--- src/rtl/name_issue_unit.sv ---
// rtl/name_issue_unit.sv - per-lane name serializer feeding the FIB lookup pipeline
// Optional statistics counters: NAME_ISSUE_STATS_EN
module name_issue_unit #(
  parameter int NUM_CHANNELS      = 2,
  parameter int WORD_SIZE         = 32,
  parameter int MAX_NAME_LENGTH   = 8,
  parameter int STRIDE_INDEX_SIZE = 3,
  parameter int LEN_SIZE          = 4,
  parameter int COUNT_WIDTH       = 16
) (
  input  logic                                            clk_in,
  input  logic                                            rst_n_in,
  input  logic [NUM_CHANNELS*WORD_SIZE*MAX_NAME_LENGTH-1:0] name_in,
  input  logic [NUM_CHANNELS*LEN_SIZE-1:0]                name_len_in,
  input  logic [NUM_CHANNELS-1:0]                         name_valid_in,
  output logic [NUM_CHANNELS-1:0]                         name_ready_out,
  output logic [NUM_CHANNELS*WORD_SIZE-1:0]               word_out,
  output logic [NUM_CHANNELS*STRIDE_INDEX_SIZE-1:0]       word_idx_out,
  output logic [NUM_CHANNELS-1:0]                         word_first_out,
  output logic [NUM_CHANNELS-1:0]                         word_last_out,
  output logic [NUM_CHANNELS-1:0]                         word_valid_out,
  input  logic [NUM_CHANNELS-1:0]                         word_ready_in,
  output logic                                            busy_out
`ifdef NAME_ISSUE_STATS_EN
  ,
  output logic [NUM_CHANNELS*COUNT_WIDTH-1:0]             names_issued_out
`endif
);

  localparam int NAME_W = WORD_SIZE * MAX_NAME_LENGTH;

  typedef enum logic {
    IDLE  = 1'b0,
    ISSUE = 1'b1
  } state_t;

  if ((2 ** STRIDE_INDEX_SIZE) < MAX_NAME_LENGTH || (2 ** LEN_SIZE) <= MAX_NAME_LENGTH ||
      COUNT_WIDTH < 1) begin : g_param_check
    $error("name_issue_unit: index/length/count widths too small for MAX_NAME_LENGTH");
  end

  logic [NUM_CHANNELS-1:0] issuing;

  for (genvar ch = 0; ch < NUM_CHANNELS; ch++) begin : g_lane
    state_t                       state_q, state_d;
    logic [NAME_W-1:0]            name_q;
    logic [LEN_SIZE-1:0]          len_q;
    logic [STRIDE_INDEX_SIZE-1:0] idx_q;
    logic [STRIDE_INDEX_SIZE-1:0] idx_nxt;
    logic [WORD_SIZE-1:0]         word_q;
    logic [LEN_SIZE-1:0]          len_raw;
    logic [LEN_SIZE-1:0]          len_eff;
    logic                         at_last;
    logic                         ready;
    logic                         load;
    logic                         advance;
    logic                         done;

    assign len_raw = name_len_in[ch*LEN_SIZE +: LEN_SIZE];
    assign len_eff = (len_raw > LEN_SIZE'(MAX_NAME_LENGTH)) ? LEN_SIZE'(MAX_NAME_LENGTH) : len_raw;
    assign idx_nxt = idx_q + 1'b1;
    assign at_last = (LEN_SIZE'(idx_q) + LEN_SIZE'(1)) == len_q;

    always_ff @(posedge clk_in or negedge rst_n_in) begin
      if (!rst_n_in) begin
        state_q <= IDLE;
      end else begin
        state_q <= state_d;
      end
    end

    // Zero-length names are consumed through the ready handshake but never loaded.
    always_comb begin
      state_d = state_q;
      ready   = 1'b0;
      load    = 1'b0;
      advance = 1'b0;
      done    = 1'b0;
      case (state_q)
        IDLE: begin
          ready = 1'b1;
          if (name_valid_in[ch] && (len_eff != '0)) begin
            load    = 1'b1;
            state_d = ISSUE;
          end
        end
        ISSUE: begin
          if (word_ready_in[ch]) begin
            if (at_last) begin
              done  = 1'b1;
              ready = 1'b1;
              if (name_valid_in[ch] && (len_eff != '0)) begin
                load = 1'b1;
              end else begin
                state_d = IDLE;
              end
            end else begin
              advance = 1'b1;
            end
          end
        end
        default: state_d = IDLE;
      endcase
    end

    always_ff @(posedge clk_in or negedge rst_n_in) begin
      if (!rst_n_in) begin
        name_q <= '0;
        len_q  <= '0;
        idx_q  <= '0;
        word_q <= '0;
      end else if (load) begin
        name_q <= name_in[ch*NAME_W +: NAME_W];
        len_q  <= len_eff;
        idx_q  <= '0;
        word_q <= name_in[ch*NAME_W +: WORD_SIZE];
      end else if (advance) begin
        idx_q  <= idx_nxt;
        word_q <= name_q[int'(idx_nxt)*WORD_SIZE +: WORD_SIZE];
      end else if (done) begin
        idx_q <= '0;
      end
    end

    assign issuing[ch]        = (state_q == ISSUE);
    assign name_ready_out[ch] = ready;
    assign word_valid_out[ch] = issuing[ch];
    assign word_first_out[ch] = issuing[ch] && (idx_q == '0);
    assign word_last_out[ch]  = issuing[ch] && at_last;
    assign word_out[ch*WORD_SIZE +: WORD_SIZE]                 = word_q;
    assign word_idx_out[ch*STRIDE_INDEX_SIZE +: STRIDE_INDEX_SIZE] = idx_q;

`ifdef NAME_ISSUE_STATS_EN
    logic [COUNT_WIDTH-1:0] cnt_q;

    always_ff @(posedge clk_in or negedge rst_n_in) begin
      if (!rst_n_in) begin
        cnt_q <= '0;
      end else if (done) begin
        cnt_q <= cnt_q + 1'b1;
      end
    end

    assign names_issued_out[ch*COUNT_WIDTH +: COUNT_WIDTH] = cnt_q;
`endif
  end

  assign busy_out = |issuing;

endmodule

--- config.mk ---
export PLATFORM = sky130hd
export DESIGN_NAME = name_issue_unit
export DESIGN_NICKNAME = d
export VERILOG_FILES = /design/src/rtl/name_issue_unit.sv
export SDC_FILE = /design/constraint.sdc
export NUM_CORES = 1
export LEC_CHECK = 0
export CAP_MARGIN = 25
export CORE_AREA = 2 2 236 238
export CTS_CLUSTER_SIZE = 8
export DETAILED_ROUTE_END_ITERATION = 6
export DIE_AREA = 0 0 238 240
export PLACE_DENSITY = 0.83
export SLEW_MARGIN = 10
export SYNTH_ARGS = -nofsm -noshare
export SYNTH_HDL_FRONTEND = slang
export SYNTH_SLANG_ARGS = --single-unit
--- constraint.sdc ---
create_clock -name clk_in -period 6.6 [get_ports clk_in]
set_input_delay 0.99 -clock clk_in [delete_from_list [all_inputs] [get_ports clk_in]]
set_output_delay 0.99 -clock clk_in [all_outputs]
set_load 0.1 [all_outputs]
==> flow_summary_export.csv <==
group,metric,value,unit
outcome,status,"completed",
yosys,ys_seq_area_frac,0.520,
setup_path,worstPathArrival,3.96,ns
cts,clkSinkCount,592,
die,core-area,54700,µm²
die,start_util,0.522,
timing,period_needed,4.95,ns
power,pwr-share-clk,0.179,
die,die_w,238,µm
yosys,syn_avg_cell_area,16.9,µm²
cts,cts_buffers,83,
timing,setup_tns,0,ns
setup_path,cp_max_fo,32,
run,cap_violations,0,
die,dieHeight,240,µm
finish,area_delta_synth_final,29.3,%
global_route,first_global_vias,18700,
timing,tightest_slew,1.14,ns
global_route,grt_pass1_wl,111000,µm
detailed_routing,drc,0,
timing,max_slew_margin,0.242,
detailed_routing,viasPerCell,5.62,
timing,slew_violations,0,
cts,path_clk_slew,0.05,ns
die,fp-row-count,86,
yosys,syn_area,28500,µm²
detailed_routing,drt-initial-drc-count,980,
worst_hold_path,min_path_type,"input pin to asynchronous set/reset pin",
detailed_routing,wl_per_cell,24.6,µm
timing,rsz0062_at_grt,"false",
yosys,synth_seq_cells,592,
timing,finalCritPeriodShare,0.750,
yosys,ys_types,48,
setup_path,critPathMaxStageDelay,1.20,ns
setup_path,end_kind,"output port",
cts,cts_hold_buf,0,
power,pwr-share-seq,0.315,
global_route,overflow,0,
cts,cts_resized,0,
setup_path,cp_data_required_time,5.61,ns
power,p_sw_frac,0.359,
yosys,synth_fp_nets,2218,
power,max-vdd-ir-drop,0.632,mV
setup_path,path_buf_inv,2,
power,p_leak,16.6,nW
timing,fmax,202,MHz
power,p_comb_frac,0.505,
timing,whs,0.404,ns
finish,drive_gt1_frac,0.314,
yosys,syn_inst,1688,
timing,fin_skew,0.0223,ns
power,netSwitchingPower,7.60,mW
setup_path,r2r_start,"g_lane[1].idx_q[0]$_DFFE_PN0P_",
power,p_per_area,574,nW/µm²
global_route,grt_max_degree,211,
yosys,async_flop_share,1.00,
yosys,synth_edf_count,0,
detailed_routing,vias,17000,
setup_path,cp_top_family,"buffers and inverters",
cts,cts_max_path_buffers,3,
yosys,synthFlopType,"dfrtp_1",
global_route,antenna_found_initial,42,
die,num_io_pins,605,
placement,gpl.final_weighted_congestion,0.891,
cts,cts_htree_levels,3,
finish,nets,2815,
cts,cts_tree,"yes",
finish,final_cell_mix,"clkdlybuf4s50_1, dfrtp_1, mux2_4",
power,intPower,13.6,mW
placement,dpl.hpwl,51300,µm
setup_path,cp-start-kind,"register",
setup_path,path_cells,"inv_1, ha_4, xor2_1, nor2_1, nand3_1, o21ai_0, clkdlybuf4s50_1",
detailed_routing,drtAntennaViolNets,0,
cts,clock_latency,0.61,ns
timing,setup_viol,0,
placement,io_buffers,604,
detailed_routing,firstDrtPassIters,4,
yosys,synth_warnings,0,
die,fp.dieArea,57100,µm²
setup_path,slowest_stage,"clkdlybuf4s50_1",
setup_path,cp-startpoint,"g_lane[1].idx_q[0]$_DFFE_PN0P_",
timing,hold_viol,0,
detailed_routing,wirelength,74200,µm
cts,root_buffer,"clkbuf_16",
setup_path,worstSetupPathType,"register to output port",
global_route,track_usage,0.258,
finish,final_common_cell,"clkdlybuf4s50_1",
cts,cts_setup_buffers,0,
==> path summary, 6_finish.rpt <==
kind | endpoint | slack, ns | depth (start not counted)
max in group asynchronous | g_lane[0].idx_q[0]$_DFFE_PN0P_ | 4.71 | 2
worst max-delay path | name_ready_out[1] | 1.65 | 7
worst max register to register | g_lane[1].name_q[221]$_DFFE_PN0P_ | 2.52 | 7
worst min-delay path | g_lane[1].name_q[164]$_DFFE_PN0P_ | 0.40 | 1
min in group clk_in | g_lane[1].name_q[208]$_DFFE_PN0P_ | 0.48 | 1
worst min register to register | g_lane[1].name_q[208]$_DFFE_PN0P_ | 0.48 | 1
==> worst reg2reg max path, stage by stage (launching register included) <==
cell     delay [ns]
dfrtp_4        0.81
ha_1           0.44
xnor3_1        0.40
o21ai_1        0.13
o41ai_4        0.38
buf_4          0.69
buf_4          0.68
mux2_2         0.43
==> registers in the layout, summed over array words and instances (netlist names) <==
name	flops
g_lane.name_q	512
g_lane.word_q	64
g_lane.len_q	8
g_lane.idx_q	6
g_lane.state_q	2
==> layer usage <==
layer | GRT usage | vias up | wire [µm] | part of all wire
met1 | 0.305 | 8648 | 27900 | 0.38
met4 | 0.116 | 44 | 2680 | 0.036
met3 | 0.0989 | 188 | 7090 | 0.096
met5 | 0 | - | 294 | 0.0040
met2 | 0.421 | 675 | 36300 | 0.49
li1 | - | 7410 | - | -
==> cell usage after synthesis (2+ instances only) <==
| cell | n | area share |
|---|---|---|
| nor2_1 | 6 | 0.00079 |
| nand3b_1 | 3 | 0.00079 |
| buf_6 | 23 | 0.0091 |
| nand2_1 | 40 | 0.0053 |
| mux4_2 | 90 | 0.071 |
| ha_1 | 4 | 0.0018 |
| xnor2_1 | 2 | 0.00061 |
| buf_4 | 13 | 0.0034 |
| mux2_1 | 118 | 0.047 |
| xor2_1 | 5 | 0.0015 |
| mux4_1 | 35 | 0.032 |
| mux2_4 | 280 | 0.15 |
| buf_2 | 25 | 0.0044 |
| nor2b_1 | 3 | 0.00066 |
| clkbuf_8 | 8 | 0.0039 |
| inv_1 | 43 | 0.0057 |
| or2_2 | 2 | 0.00044 |
| nand3_1 | 2 | 0.00035 |
| a21oi_1 | 2 | 0.00035 |
| a22o_1 | 2 | 0.00061 |
| dfrtp_1 | 592 | 0.52 |
| mux2_2 | 216 | 0.085 |
| o41ai_1 | 2 | 0.00061 |
| clkbuf_1 | 15 | 0.0020 |
| mux2i_1 | 34 | 0.012 |
| buf_12 | 31 | 0.022 |
| o21ai_0 | 69 | 0.012 |
| mux4_4 | 3 | 0.0026 |
==> final cells by class <==
class                   instances  area [µm²]
diodes                         24        60.1
clock buffers                  88        2160
clock inverters                 4        53.8
fillers                      3646       17800
inverters                      44         165
multi-input cells             936       12300
flip-flops and latches        592       14800
well taps                     704         881
repair buffers                628        6370
==> logic make-up (layout without fill, tap and decap cells) <==
kind of cell / after synthesis / in the layout / synth area share
AOI/OAI and AO/OA: 86 / 86 / 0.0181
xor gates and xnor gates: 8 / 8 / 0.00294
adders and majority gates: 4 / 4 / 0.00176
buffers and inverters: 160 / 764 / 0.0504
DFF: 592 / 592 / 0.520
muxes: 776 / 776 / 0.397
other: 0 / 24 / 0
and+or+nand+nor: 62 / 62 / 0.00979
==> power groups by stage <==
stage | registers [mW] | logic (mW) | clock network [mW]
floorplan | 7.68 | 7.46 | 0
global placement | 6.55 | 10.3 | 0
detailed placement | 6.68 | 10.7 | 0
CTS | 6.66 | 10.8 | 3.86
global route | 6.87 | 11.3 | 4.03
finish | 6.66 | 10.7 | 3.79
==> stage by stage <==
step / setup WS (ns) / power, mW / area (µm²) / util / std cells
2_1_floorplan: 1.74 / 15.1 / 28500 / - / 1688
3_3_place_gp: 2.28 / 16.9 / 34500 / 0.631 / 2901
3_5_place_dp: 2.25 / 17.3 / 34600 / 0.632 / 2903
4_1_cts: 1.57 / 21.3 / 36800 / 0.673 / 2995
5_1_grt: 1.44 / 22.2 / 36800 / 0.674 / 3009
6_report: 1.65 / 21.1 / 36900 / 0.674 / 3020
(Power assumes the default switching activity.)
